**src/rtl/core_sequencer.sv**
```systemverilog
// core_sequencer: multi-cycle fetch/decode/execute/writeback sequencer.
// Owns pc, the instruction register, the ALU start and register-file write
// strobes, the retire pulse and the halt state. The decoder sits outside
// and reads opcode combinationally; its answer comes back on dec_*.
//
// state     | meaning
// ----------+--------------------------------------------------------
// IDLE      | waiting for run; all strobes low
// FETCH     | imem_req high at address pc until imem_ack
// DECODE    | decoder looks at ir; NOP, jump and HALT retire here
// EXECUTE   | alu_start on the first cycle, wait for ex_done
// WRITEBACK | rf_we (if the decoder asks for it), retire, pc+1
// HALT      | halted high; only rst leaves
module core_sequencer #(
  parameter int PC_W    = 8,
  parameter int INSTR_W = 16
) (
  input  logic               clk,
  input  logic               rst,
  input  logic               run,
  output logic               imem_req,
  output logic [PC_W-1:0]    imem_addr,
  input  logic               imem_ack,
  input  logic [INSTR_W-1:0] imem_data,
  output logic [INSTR_W-1:0] ir,
  output logic [5:0]         opcode,
  input  logic [1:0]         dec_inst_type,
  input  logic               dec_reg_write,
  output logic               alu_start,
  input  logic               ex_done,
  output logic               rf_we,
  output logic [PC_W-1:0]    pc,
  output logic               retire,
  output logic               halted,
  output logic [2:0]         state
);

  typedef enum logic [2:0] {
    S_IDLE      = 3'd0,
    S_FETCH     = 3'd1,
    S_DECODE    = 3'd2,
    S_EXECUTE   = 3'd3,
    S_WRITEBACK = 3'd4,
    S_HALT      = 3'd5
  } state_t;

  localparam logic [5:0] OP_HALT = 6'b111111;

  localparam logic [1:0] T_NOP  = 2'b00;
  localparam logic [1:0] T_IMM  = 2'b01;
  localparam logic [1:0] T_ALU  = 2'b10;
  localparam logic [1:0] T_JUMP = 2'b11;

  state_t               state_q, state_d;
  logic [PC_W-1:0]      pc_q, pc_d;
  logic [INSTR_W-1:0]   ir_q, ir_d;
  logic                 ex_first_q;
  logic                 is_halt;
  logic [PC_W-1:0]      pc_inc;
  state_t               after_retire;

  assign opcode       = ir_q[INSTR_W-1 -: 6];
  assign is_halt      = (opcode == OP_HALT);
  assign pc_inc       = pc_q + PC_W'(1);
  // run is only looked at when an instruction completes
  assign after_retire = run ? S_FETCH : S_IDLE;

  // State, pc and ir registers; ex_first_q marks the first EXECUTE cycle
  // so alu_start stays a registered, state-decoded pulse.
  always_ff @(posedge clk) begin
    if (rst) begin
      state_q    <= S_IDLE;
      pc_q       <= '0;
      ir_q       <= '0;
      ex_first_q <= 1'b0;
    end else begin
      state_q    <= state_d;
      pc_q       <= pc_d;
      ir_q       <= ir_d;
      ex_first_q <= (state_d == S_EXECUTE) && (state_q != S_EXECUTE);
    end
  end

  // Next-state, next-pc and instruction capture.
  always_comb begin
    state_d = state_q;
    pc_d    = pc_q;
    ir_d    = ir_q;
    case (state_q)
      S_IDLE: begin
        if (run) state_d = S_FETCH;
      end
      S_FETCH: begin
        if (imem_ack) begin
          ir_d    = imem_data;
          state_d = S_DECODE;
        end
      end
      S_DECODE: begin
        if (is_halt) begin
          state_d = S_HALT;
        end else begin
          case (dec_inst_type)
            T_NOP: begin
              pc_d    = pc_inc;
              state_d = after_retire;
            end
            T_IMM:  state_d = S_WRITEBACK;
            T_ALU:  state_d = S_EXECUTE;
            T_JUMP: begin
              pc_d    = ir_q[PC_W-1:0];
              state_d = after_retire;
            end
            default: state_d = S_IDLE;
          endcase
        end
      end
      S_EXECUTE: begin
        if (ex_done) state_d = S_WRITEBACK;
      end
      S_WRITEBACK: begin
        pc_d    = pc_inc;
        state_d = after_retire;
      end
      S_HALT:  state_d = S_HALT;
      default: state_d = S_IDLE;
    endcase
  end

  // Moore outputs decoded from the current state; nothing looks at imem_ack.
  always_comb begin
    imem_req  = 1'b0;
    alu_start = 1'b0;
    rf_we     = 1'b0;
    retire    = 1'b0;
    halted    = 1'b0;
    case (state_q)
      S_FETCH:     imem_req  = 1'b1;
      S_DECODE:    retire    = is_halt || (dec_inst_type == T_NOP) ||
                               (dec_inst_type == T_JUMP);
      S_EXECUTE:   alu_start = ex_first_q;
      S_WRITEBACK: begin
        rf_we  = dec_reg_write;
        retire = 1'b1;
      end
      S_HALT:      halted    = 1'b1;
      default:     ;
    endcase
  end

  assign imem_addr = pc_q;
  assign pc        = pc_q;
  assign ir        = ir_q;
  assign state     = state_q;

endmodule

```
**config.mk**
```make
export PLATFORM = sky130hd
export DESIGN_NAME = core_sequencer
export DESIGN_NICKNAME = d
export VERILOG_FILES = /design/src/rtl/core_sequencer.sv
export SDC_FILE = /design/constraint.sdc
export NUM_CORES = 1
export LEC_CHECK = 0
export CAP_MARGIN = 20
export CORE_MARGIN = 8
export CORE_UTILIZATION = 42
export DETAILED_ROUTE_END_ITERATION = 6
export MAX_ROUTING_LAYER = met4
export PLACE_DENSITY = 0.86
export SYNTH_ARGS = -nofsm -noshare
export SYNTH_HDL_FRONTEND = slang
export SYNTH_SLANG_ARGS = --single-unit
```
**constraint.sdc**
```tcl
create_clock -name clk -period 2.1 [get_ports clk]
set_input_delay 0.42 -clock clk [delete_from_list [all_inputs] [get_ports clk]]
set_output_delay 0.42 -clock clk [all_outputs]
set_load 0.01 [all_outputs]
```
# == Yosys cells after proc, flatten, opt, wreduce, memory -nomap -nowiden ==
# Cells that the tools add are included.
# classes
add_sub_neg,1
n_eq_ne,13
mux,15
n_reduce_logical,9
# ops
cell,count
$pmux 8 s2,2
$pmux 3 s6,1
$mux 3,4
$eq 3x2->1 const B,3
$pmux 3 s3,1
$add 8x1->8 const B,1
$mux 8,1
$eq 3x3->1 const B,2
$eq 6x6->1 const B,1
$mux 1,5
$eq 2x2->1 const B,2
$eq 3x1->1 const B,1
$logic_not 3->1,1
$ne 3x2->1 const B,1
$ne 3x3->1 const B,1
$reduce_and 3->1,1
$eq 2x1->1 const B,1
$logic_not 2->1,1
$logic_or 1x1->1,2
$ne 2x2->1 const B,1
$pmux 1 s2,1
$reduce_and 2->1,1
$reduce_bool 2->1,1
$reduce_or 2->1,1
$logic_and 1x1->1,1
# word_totals
register_bits,28
inputBits,24
out_inout_bits,46
elab_cells,42

# == Depth between registers and ports, before layout ==
# logic_depth
ltp_word,7
ltp_mapped,6
mapped_depth_nobuf,6

# == Worst setup path before layout ==
# Ideal clock, no wire load.
# synth_timing
path_type,in2reg
startpoint,input port dec_inst_type[0]
endpoint,"register pc_q[3], in the netlist imem_addr[3]"
t_arrival_ns,1.583
t_required_ns,1.970
path_slack_ns,0.387
path_stages,6
n_path_buf,0
path_cell_list,inv_1 -> ha_1 -> nor4b_1 -> o21ai_0 -> a22oi_1 -> o32ai_1
# synth_between
elab_chain_cells,4
word_cells_on_any_way,7
# synth_lines
element,line,source
from (decl),27,"input logic [1:0] dec_inst_type,"
$eq 2x2->1 or $logic_not 2->1 (tied branches),103,case (dec_inst_type)
$pmux 8 s2,103,
$mux 8,100,if (is_halt) begin
$pmux 8 s2,89,case (state_q)
to (signal assigned),78,pc_q <= pc_d;
to (decl),55,"logic [PC_W-1:0] pc_q, pc_d;"
# Parallel ways exist; a longest one is shown, timed or not. The select of a mux whose other input is x is not followed.
# A chain may end at the register's enable or synchronous reset.

# == Final worst setup path ==
# layout_timing
startpoint,"register state_q[1], in the netlist state[1]"
endpoint,output port imem_req
# layout_between
elab_chain_cells,2
# layout_lines
element,line,source
from (decl),54,"state_t state_q, state_d;"
from (signal assigned),77,state_q <= state_d;
$eq 3x1->1,137,case (state_q)
$mux 1,137,
to (decl),21,"output logic imem_req,"
# Every way passes these cells.

==> flow_metrics.tcl <==
set metrics [dict create \
    run_status "finished, final reports clean" \
    hold_ws_ns 0.461 \
    final-setup-viol-count 0 \
    dpl_worst_slack_ns -0.333 \
    cp.buffers_inverters 2 \
    cts_setup_buffers 0 \
    leftover_overflow_at_the_end_of_global_routing 0 \
    drt_pre_antenna_iters 5 \
    mappedNetlistNets 232 \
    largest_incremental_delay_on_the_critical_path_ns 0.57 \
    postCtsHoldBufs 0 \
    initial_standard_cell_utilization_of_the_core_pct 43.3 \
    cell_area_after_layout_um2 2360 \
    antenna_violations_before_repair 0 \
    setup.worst_path.end_class "primary output" \
    placed_area_um2 2260 \
    grt_start_max_net_pins 31 \
    area_delta_synth_final_pct 49.9 \
    startpoint_types "flop" \
    timing.slew.headroom_pct 64.0 \
    fin_setup_tns_ns 0 \
    cts-root-to-sink-buffers 2 \
    route.vias.total 1602 \
    crit_path_max_fanout 8 \
    numPortBuffers 69 \
    nets 293 \
    path_class "reg -> out" \
    core_area_um2 3630 \
    final-max-slew-violation-count 0 \
    grt_first_pass_wirelength_um 7410 \
    period_share_pct 96.2 \
    synth_top_cell_area_share_pct 35.6 \
    cts.sinks 28 \
    leakagePower_nw 0.919 \
    antenna_nets_post_route 0 \
    drv.max_cap_violation_count 0 \
    skew_ns 0.00756 \
    postSynthCellCount 202 \
    ys_ff_latch 28 \
    drtIter0Drc 80 \
    yosysMostFrequentCell "sky130_fd_sc_hd__nand2_1" \
    p_per_area_nw_per_um2 522 \
    avgSynthCellArea_um2 7.79 \
    cts.htree.levels 1 \
    multi_input_gate_area_in_the_final_layout_um2 847 \
    timing.hold.worst.class "reg -> reg" \
    final-seq-area_um2 564 \
    worstPathArrival_ns 1.60 \
    y_dimension_of_the_die_um 77.2 \
    vdd.ir_drop.worst_mv 0.465 \
    totalPowerFinal_mw 1.23 \
    synth.top_cells.by_area "sky130_fd_sc_hd__dfxtp_1, sky130_fd_sc_hd__nand2_1, sky130_fd_sc_hd__a21oi_1" \
    first_global_vias 1558 \
    die_w_um 77.2 \
    std_cell_rows 22 \
    wirelength_um 4460 \
    place.detailed.hpwl_um 3420 \
    post-route-min-period_ns 2.02 \
    design.die.area_um2 5960 \
    syn_area_um2 1570 \
    cts_tree "yes" \
    fraction_of_final_layout_cells_with_drive_strength_greater_than_1_pct 9.92 \
    io_pins 70 \
    nFillCells 325 \
    portion_of_the_post_synthesis_area_used_by_sequential_elements_pct 35.6 \
    worst-slew-pin-transition_ns 0.539 \
    track_usage_pct 15.0 \
    route.detailed.drc 0 \
    clockRootBuffer "sky130_fd_sc_hd__clkbuf_8" \
    setup_slack_ns 0.0804 \
    cell_type_with_the_highest_aggregate_area_in_the_netlist "sky130_fd_sc_hd__dfxtp_1" \
    diodes 0 \
    critPathTopFamily "buffers and inverters" \
    synth_enable_flop_cells 0 \
    cp.required_ns 1.68 \
    synth_commonest_cells "sky130_fd_sc_hd__nand2_1, sky130_fd_sc_hd__dfxtp_1, sky130_fd_sc_hd__a21oi_1" \
    max_freq_mhz 495 \
    setup_repair_after_global_routing_missed_its_margin "no" \
    worstRegToRegCells 6 \
    worstSetupPathDepth 3 \
    synth.yosys.warnings 0 \
    holdPathStages 2 \
    rrSetupSlack_ns 0.30 \
    clock_insertion_delay_worst_skew_ns 0.28 \
    timing.critical_path.cells "buf_4, nor3b_2, clkdlybuf4s50_1" \
    critical_path.slowest_cell "sky130_fd_sc_hd__clkdlybuf4s50_1" \
    async_reset_ff_share_pct 0 \
    gp_routability_congestion 0.885 \
    tritoncts.num_buffers 3 \
    post_drt_via_cell_ratio 5.17 \
    dr_wl_cell_um 14.4 \
    final_hold_viol_count 0 \
    yosys.cell_types.count 38 \
    synthFlopType "sky130_fd_sc_hd__dfxtp_1" \
    path_clk_slew_ns 0.10 \
]
placed cells by master, fill, tap and decap left out, drive strengths merged, types with 2 or more instances in the layout:
cell	n
clkdlybuf4s50	64
nand2	42
dfxtp	28
a21oi	24
buf	12
inv	8
nand2b	8
ha	6
and2	5
nand3	5
o32ai	5
o21ai	4
a22oi	4
nor2b	4
and3	3
o31a	3
clkbuf	3
nor3b	3
nor2	3
nand4	2
a221oi	2
a21o	2
a211oi	2
dlygate4sd2	2
dlymetal6s2s	2
through the flow:
stage          utilization [%]  std cells
2_1_floorplan                -        202
5_1_grt                   64.9        310
6_report                  64.9        310
4_1_cts                   64.5        310
3_3_place_gp              62.1        306
3_5_place_dp              62.1        306
report_power, final:
group	switching, mW	internal [mW]
Sequential	0.0208	0.551
Clock	0.173	0.255
Combinational	0.102	0.128
Total	0.296	0.935
path summary, 6_finish.rpt:
check / from / to
worst max-delay path: state[1] / imem_req
worst min-delay path: ir[8] / ir[8]
worst max register to register: state[0] / imem_addr[0]
worst min register to register: ir[8] / ir[8]
routing by layer:
metal  global-route usage (%)  vias to the layer above  share of wire [%]
li1                         -                      810                  -
met1                     18.7                      731                 46
met2                     23.1                       56                 47
met3                     4.20                        5                6.0
met4                     3.96                        0               0.97
met5                        -                        -                  0
cell type report:
class / count / share of cell area [%]
inverter: 8 / 1.27
tap: 48 / 2.55
clock inverter: 1 / 1.27
sequential: 28 / 23.9
multi-input combinational: 141 / 35.9
clock buffer: 3 / 1.75
timing repair buffer: 81 / 33.3
logic make-up after synthesis:
kind of cell    count (synthesis)  share of synthesized area (%)
flops                          28                           35.6
buf+inv                        33                           11.9
simple gates                   79                           24.3
fa+ha+maj                       6                           4.77
mux                             1                          0.636
compound gates                 55                           22.8
sequential cells by signal, indices dropped and copies added, names as in the netlist:
name,cells
ir,16
state,3
imem_addr,8
ex_first_q,1
what timing repair did:
action / 4_1_cts / 5_1_grt
hold endpoints to repair: 0 / 0
gates resized for setup: 10 / 5
endpoints found under the setup margin: 12 / 4
pin swaps: 1 / 0
worst min-delay path: stages, from the launching register on:
cell                      delay, ns
sky130_fd_sc_hd__dfxtp_1       0.32
sky130_fd_sc_hd__nand2_1       0.05
sky130_fd_sc_hd__a21oi_1       0.05
No activity file was read; power rests on OpenSTA's default activity.
